--- config.mk ---
export PLATFORM = sky130hd
export DESIGN_NAME = drive_sequencer
export DESIGN_NICKNAME = d
export VERILOG_FILES = /design/src/rtl/drive_pkg.sv /design/src/rtl/pwm_gen.sv /design/src/rtl/drive_sequencer.sv
export SDC_FILE = /design/constraint.sdc
export NUM_CORES = 1
export LEC_CHECK = 0
export ABC_AREA = 1
export BUFFER_PORTS_ARGS = -buffer_cell sky130_fd_sc_hd__buf_2
export CORE_MARGIN = 1.5
export CORE_UTILIZATION = 45
export CTS_CLUSTER_SIZE = 8
export DETAILED_ROUTE_END_ITERATION = 6
export PLACE_DENSITY_LB_ADDON = 0.3
export SLEW_MARGIN = 20
export SYNTH_ARGS = -nofsm -noshare
export SYNTH_HDL_FRONTEND = slang
export SYNTH_SLANG_ARGS = --single-unit
--- constraint.sdc ---
create_clock -name clk -period 4.69 [get_ports clk]
set_input_delay 1.1725 -clock clk [delete_from_list [all_inputs] [get_ports clk]]
set_output_delay 1.1725 -clock clk [all_outputs]
set_load 0.05 [all_outputs]
--- src/rtl/drive_pkg.sv ---
// drive_pkg: shared encodings and defaults for the drive sequencer.
// State codes are visible on state_o, so their values are fixed.
package drive_pkg;

    typedef enum logic [2:0] {
        ST_IDLE    = 3'd0,
        ST_FOLLOW  = 3'd1,
        ST_STOP    = 3'd2,
        ST_REVERSE = 3'd3,
        ST_TURN    = 3'd4
    } state_e;

    // Width of the phase timer, the measurement watchdog and the PWM counter
    localparam int TIMER_W = 32;

    localparam int DEF_DIST_W       = 9;
    localparam int DEF_STOP_DIST    = 15;
    localparam int DEF_CLEAR_DIST   = 20;
    localparam int DEF_HOLD_CYCLES  = 5_000_000;
    localparam int DEF_REV_CYCLES   = 25_000_000;
    localparam int DEF_TURN_CYCLES  = 12_500_000;
    localparam int DEF_MEAS_TIMEOUT = 3_000_000;

    // Timer load value for a phase lasting `cycles` clock cycles (cycles >= 1)
    function automatic logic [TIMER_W-1:0] phase_load(input int cycles);
        return TIMER_W'(cycles - 1);
    endfunction

endpackage

--- src/rtl/pwm_gen.sv ---
// pwm_gen: free-running 0..PERIOD-1 counter; pwm_o high while count < DUTY.
// DUTY >= PERIOD yields a constant-high output.
module pwm_gen
    import drive_pkg::*;
#(
    parameter int PERIOD = 1000,
    parameter int DUTY   = 700
) (
    input  logic clk,
    input  logic rst_n,
    output logic pwm_o
);

    logic [TIMER_W-1:0] cnt_q;
    logic [TIMER_W-1:0] cnt_d;

    // Next count: wrap to zero at the end of the period
    always_comb begin
        cnt_d = cnt_q;
        if (cnt_q >= TIMER_W'(PERIOD - 1)) begin
            cnt_d = '0;
        end else begin
            cnt_d = cnt_q + TIMER_W'(1);
        end
    end

    // Counter register
    always_ff @(posedge clk or negedge rst_n) begin
        if (!rst_n) begin
            cnt_q <= '0;
        end else begin
            cnt_q <= cnt_d;
        end
    end

    assign pwm_o = (cnt_q < TIMER_W'(DUTY));

endmodule

--- src/rtl/drive_sequencer.sv ---
// drive_sequencer: line-follow / obstacle-escape motion controller.
// Optional feature macro SPEED_PWM_EN: motor enables are gated by a speed PWM.
// Motor and direction pins are registered from the state held before the edge;
// abort forces them low on the same edge it returns the FSM to IDLE.
module drive_sequencer
    import drive_pkg::*;
#(
    parameter int DIST_W       = DEF_DIST_W,
    parameter int STOP_DIST    = DEF_STOP_DIST,
    parameter int CLEAR_DIST   = DEF_CLEAR_DIST,
    parameter int HOLD_CYCLES  = DEF_HOLD_CYCLES,
    parameter int REV_CYCLES   = DEF_REV_CYCLES,
    parameter int TURN_CYCLES  = DEF_TURN_CYCLES,
    parameter int MEAS_TIMEOUT = DEF_MEAS_TIMEOUT
`ifdef SPEED_PWM_EN
    ,
    parameter int PWM_PERIOD   = 1000,
    parameter int PWM_DUTY     = 700
`endif
) (
    input  logic              clk,
    input  logic              rst_n,
    input  logic              start,
    input  logic              abort,
    input  logic [DIST_W-1:0] distancia,
    input  logic              dist_valid,
    output logic              meas_req,
    input  logic              line_l,
    input  logic              line_r,
    output logic              m_izquierdo,
    output logic              m_derecho,
    output logic              dir_izq,
    output logic              dir_der,
    output logic [2:0]        state_o,
    output logic              busy
);

    localparam logic [DIST_W-1:0] STOP_T  = DIST_W'(STOP_DIST);
    localparam logic [DIST_W-1:0] CLEAR_T = DIST_W'(CLEAR_DIST);

    state_e             state_q,    state_d;
    logic [TIMER_W-1:0] timer_q,    timer_d;
    logic [TIMER_W-1:0] mto_q,      mto_d;
    logic [DIST_W-1:0]  dist_q,     dist_d;
    logic               meas_req_q, meas_req_d;
    logic               busy_q,     busy_d;
    logic               m_izq_q,    m_izq_d;
    logic               m_der_q,    m_der_d;
    logic               dir_izq_q,  dir_izq_d;
    logic               dir_der_q,  dir_der_d;
    logic               motor_en_s;
    logic               obstacle_s;
    logic               clear_s;

`ifdef SPEED_PWM_EN
    logic pwm_s;

    pwm_gen #(
        .PERIOD (PWM_PERIOD),
        .DUTY   (PWM_DUTY)
    ) u_pwm (
        .clk   (clk),
        .rst_n (rst_n),
        .pwm_o (pwm_s)
    );

    assign motor_en_s = pwm_s;
`else
    assign motor_en_s = 1'b1;
`endif

    assign obstacle_s = (dist_q < STOP_T);
    assign clear_s    = (dist_q >= CLEAR_T);

    // Next state and phase timer; decisions use dist_q as registered before the edge
    always_comb begin
        state_d = state_q;
        timer_d = timer_q;
        if (abort) begin
            state_d = ST_IDLE;
            timer_d = '0;
        end else begin
            case (state_q)
                ST_IDLE: begin
                    timer_d = '0;
                    if (start) begin
                        state_d = ST_FOLLOW;
                    end else begin
                        state_d = ST_IDLE;
                    end
                end
                ST_FOLLOW: begin
                    if (obstacle_s) begin
                        state_d = ST_STOP;
                        timer_d = phase_load(HOLD_CYCLES);
                    end else begin
                        timer_d = '0;
                    end
                end
                ST_STOP: begin
                    if (timer_q == '0) begin
                        if (clear_s) begin
                            state_d = ST_FOLLOW;
                            timer_d = '0;
                        end else begin
                            state_d = ST_REVERSE;
                            timer_d = phase_load(REV_CYCLES);
                        end
                    end else begin
                        timer_d = timer_q - TIMER_W'(1);
                    end
                end
                ST_REVERSE: begin
                    if (timer_q == '0) begin
                        state_d = ST_TURN;
                        timer_d = phase_load(TURN_CYCLES);
                    end else begin
                        timer_d = timer_q - TIMER_W'(1);
                    end
                end
                ST_TURN: begin
                    if (timer_q == '0) begin
                        state_d = ST_STOP;
                        timer_d = phase_load(HOLD_CYCLES);
                    end else begin
                        timer_d = timer_q - TIMER_W'(1);
                    end
                end
                default: begin
                    state_d = ST_IDLE;
                    timer_d = '0;
                end
            endcase
        end
    end

    // Measurement engine: request until a strobe, drop for one cycle, re-request;
    // a watchdog expiry forces dist to 0 so the robot treats silence as an obstacle
    always_comb begin
        dist_d     = dist_q;
        mto_d      = mto_q;
        meas_req_d = 1'b0;
        if (abort || (state_q == ST_IDLE)) begin
            mto_d      = '0;
            meas_req_d = 1'b0;
        end else if (dist_valid) begin
            dist_d     = distancia;
            mto_d      = '0;
            meas_req_d = 1'b0;
        end else if (mto_q == TIMER_W'(MEAS_TIMEOUT - 1)) begin
            dist_d     = '0;
            mto_d      = '0;
            meas_req_d = 1'b0;
        end else begin
            mto_d      = mto_q + TIMER_W'(1);
            meas_req_d = 1'b1;
        end
    end

    // Motor pins from the current state, gated by the speed enable
    always_comb begin
        m_izq_d   = 1'b0;
        m_der_d   = 1'b0;
        dir_izq_d = 1'b0;
        dir_der_d = 1'b0;
        busy_d    = (state_d != ST_IDLE);
        if (abort) begin
            m_izq_d = 1'b0;
            m_der_d = 1'b0;
        end else begin
            case (state_q)
                ST_FOLLOW: begin
                    m_izq_d = line_l & motor_en_s;
                    m_der_d = line_r & motor_en_s;
                end
                ST_REVERSE: begin
                    m_izq_d   = motor_en_s;
                    m_der_d   = motor_en_s;
                    dir_izq_d = 1'b1;
                    dir_der_d = 1'b1;
                end
                ST_TURN: begin
                    m_izq_d   = motor_en_s;
                    m_der_d   = motor_en_s;
                    dir_der_d = 1'b1;
                end
                default: begin
                    m_izq_d = 1'b0;
                    m_der_d = 1'b0;
                end
            endcase
        end
    end

    // State, timers, distance and registered outputs
    always_ff @(posedge clk or negedge rst_n) begin
        if (!rst_n) begin
            state_q    <= ST_IDLE;
            timer_q    <= '0;
            mto_q      <= '0;
            dist_q     <= '0;
            meas_req_q <= 1'b0;
            busy_q     <= 1'b0;
            m_izq_q    <= 1'b0;
            m_der_q    <= 1'b0;
            dir_izq_q  <= 1'b0;
            dir_der_q  <= 1'b0;
        end else begin
            state_q    <= state_d;
            timer_q    <= timer_d;
            mto_q      <= mto_d;
            dist_q     <= dist_d;
            meas_req_q <= meas_req_d;
            busy_q     <= busy_d;
            m_izq_q    <= m_izq_d;
            m_der_q    <= m_der_d;
            dir_izq_q  <= dir_izq_d;
            dir_der_q  <= dir_der_d;
        end
    end

    assign state_o     = state_q;
    assign busy        = busy_q;
    assign meas_req    = meas_req_q;
    assign m_izquierdo = m_izq_q;
    assign m_derecho   = m_der_q;
    assign dir_izq     = dir_izq_q;
    assign dir_der     = dir_der_q;

endmodule

==> flow_summary.json <==
{
  "nFillCells": 1027,
  "stdcell_count": 811,
  "syn-cell-area_um2": 4770,
  "root_buffer": "clkbuf_8",
  "synth_compound_area_frac": 0.0488,
  "hold-path-cell-count": 2,
  "maxCapViolations": 0,
  "final_layout_size_suffix_gt1_frac": 0.124,
  "first_pass_iters": 5,
  "clock_skew_ns": 0.00659,
  "startpoint_type": "input pin",
  "dp_cells": 796,
  "path_depth": 8,
  "dp_hpwl_um": 7950,
  "dieHeight_um": 106,
  "syn2layout_area_growth_pct": 9.28,
  "core.rowCount": 37,
  "cts_resized": 0,
  "design.die.area_um2": 11200,
  "grt_pass1_vias": 4008,
  "synth_nets": 662,
  "drtIter0Drc": 176,
  "post_synth_num_cell_types": 36,
  "cts_tree": "built",
  "io_pins": 25,
  "register_area_um2": 2050,
  "synth_simple_gate_area_frac": 0.389,
  "gp_congestion": 0.974,
  "cp_num_buf_inv": 4,
  "grt_start_max_net_pins": 83,
  "cts.sinks": 82,
  "path_class": "in2reg",
  "ant_nets": 0,
  "final-hold-violation-count": 0,
  "post-route-period-util": 0.590,
  "finalWirelength_um": 10700,
  "grt_pass1_wl_um": 18300,
  "ctsHtreeMaxLevel": 3,
  "fp.coreArea_um2": 10300,
  "cp_max_fo": 24,
  "start_util": 0.462,
  "ys_ff_latch": 82,
  "drv_slew": 0,
  "viasPerCell": 5.13,
  "drc": 0,
  "synth_ff_type": "dfrtp_1",
  "wl_per_cell_um": 13.2,
  "portBuffers": 24,
  "clkSlewWorstSetupHoldPaths_ns": 0.07,
  "die_w_um": 106,
  "cpPeakStageDelay_ns": 0.48,
  "multi_input_area_um2": 2430,
  "cp.required_ns": 4.98,
  "syn_area_per_cell_um2": 7.41,
  "num_antenna_cells": 0,
  "cts_max_path_buffers": 2,
  "setup-tns-final_ns": 0,
  "setup_viol": 0,
  "grt_overflow": 0,
  "max_freq_ghz": 0.361,
  "crit_family": "buffers and inverters",
  "postCtsSetupBuffers": 0,
  "status": "completed",
  "hp-class": "reg2reg",
  "slew_headroom": 0.506,
  "muxShareOfSynthArea": 0,
  "critPathSlowestCell": "nand3_2",
  "cp_cell_sequence": "buf_2, inv_1, nand2_1, inv_1, nand3_2, inv_1, nand2_1, nor2_1",
  "tightest_slew_ns": 0.741,
  "antenna_found_initial": 0,
  "holdWs_ns": 0.476,
  "finalCriticalPeriod_ns": 2.77,
  "crit_arrival_ns": 3.06,
  "vias": 4163,
  "cp-end-kind": "flip-flop",
  "ctsHoldBuffers": 0,
  "gr-usage-all-layers": 0.205,
  "synth_top_family_by_area": "simple AND/OR/NAND/NOR gates",
  "numCtsBuffers": 9,
  "critPathMostFrequentCell": "inv_1",
  "seq_area_frac_synth": 0.430,
  "synthArstFlopShare": 1.00,
  "synthAdderAreaFrac": 0.00524,
  "worst_skew_pair.late_latency_ns": 0.36,
  "yosysWarnings": 0,
  "synth-xor-area-share": 0.0661,
  "grt_setup_unrepaired": "false",
  "layout.nets": 689,
  "synthCells": 644,
  "reg2reg_depth": 10,
  "synth-edff-count": 0
}
synth_stat cells (2+ instances only):
master    instances  area share
a21oi_1          25       0.026
buf_2             5      0.0052
clkbuf_1          2      0.0016
dfrtp_1          82        0.43
ha_1              2      0.0052
inv_1            62       0.049
inv_2             4      0.0031
nand2_1         149        0.12
nand2_2           7      0.0092
nand3_1          41       0.043
nand3_2           4      0.0084
nand3_4           2      0.0073
nand3b_1          3      0.0047
nand4_1          12       0.016
nor2_1          137        0.11
nor2_2           15       0.020
nor2_4            4      0.0094
nor3_1           25       0.026
nor3_2            3      0.0063
o21a_1            2      0.0031
o21ai_0           9      0.0094
xnor2_1          16       0.029
xor2_1           20       0.037
worst paths after layout:
| check | startpoint | to | slack (ns) |
|---|---|---|---|
| worst max-delay path | abort | mto_q[26] | 1.92 |
| worst min-delay path | dist_q[0] | dist_q[0] | 0.48 |
| worst max register to register | mto_q[0] | mto_q[26] | 2.53 |
| worst min register to register | dist_q[0] | dist_q[0] | 0.48 |
| max in group asynchronous | rst_n | mto_q[30] | 3.33 |
| min in group asynchronous | rst_n | timer_q[29] | 0.84 |
cells by family after synthesis:
kind of cell | Yosys count
adders and majority gates | 2
buffers and inverters | 74
and+or+nand+nor | 409
AOI/OAI and AO/OA | 41
DFF | 82
xor gates and xnor gates | 36
registers in the layout, summed over array words and instances (netlist names):
name / count
timer_q: 32
mto_q: 32
dir_izq: 1
state_o: 3
dir_der: 1
meas_req: 1
busy: 1
m_izquierdo: 1
m_derecho: 1
dist_q: 9
metal layers:
metal  up-vias  wire length [µm]  GRT usage
met5         -                 0          0
met4         0               237     0.0705
met3        22               455     0.0540
met2        91              5200      0.345
met1      1957              4780      0.254
li1       2093                 -          -
layout make-up:
| class | count | area share |
|---|---|---|
| Multi-Input combinational cell | 488 | 0.466 |
| Sequential cell | 82 | 0.393 |
| Inverter | 66 | 0.0475 |
| Clock buffer | 14 | 0.0350 |
| Tap cell | 136 | 0.0326 |
| Timing Repair Buffer | 24 | 0.0242 |
| Clock inverter | 1 | 0.00144 |
cell usage in the layout (no fill, tap or decap), types with 9 or more instances in the layout:
cell type  count
a21oi_1       25
buf_2         23
clkbuf_8      13
dfrtp_1       82
inv_1         62
nand2_1      149
nand3_1       41
nand4_1       12
nor2_1       137
nor2_2        15
nor3_1        25
o21ai_0        9
xnor2_1       16
xor2_1        20
stage by stage:
step	area [µm²]	util	worst slack [ns]
finish	5220	0.505	1.92
global route	5220	0.505	1.66
CTS	5210	0.505	1.91
detailed placement	5020	0.486	1.52
global placement	5020	0.486	1.64
floorplan	4770	-	2.43
worst register-to-register path, delay by kind of cell (launching register included):
family,cells,cell delay [ns]
adder cells (fa/ha/maj),1,0.23
flip-flops,1,0.41
AND/OR/NAND/NOR,8,1.29
buffers and inverters,1,0.15
Power is left out: the tool's default activity adds up to more than one toggle a clock period on the data nets, which glitch-free logic cannot reach.
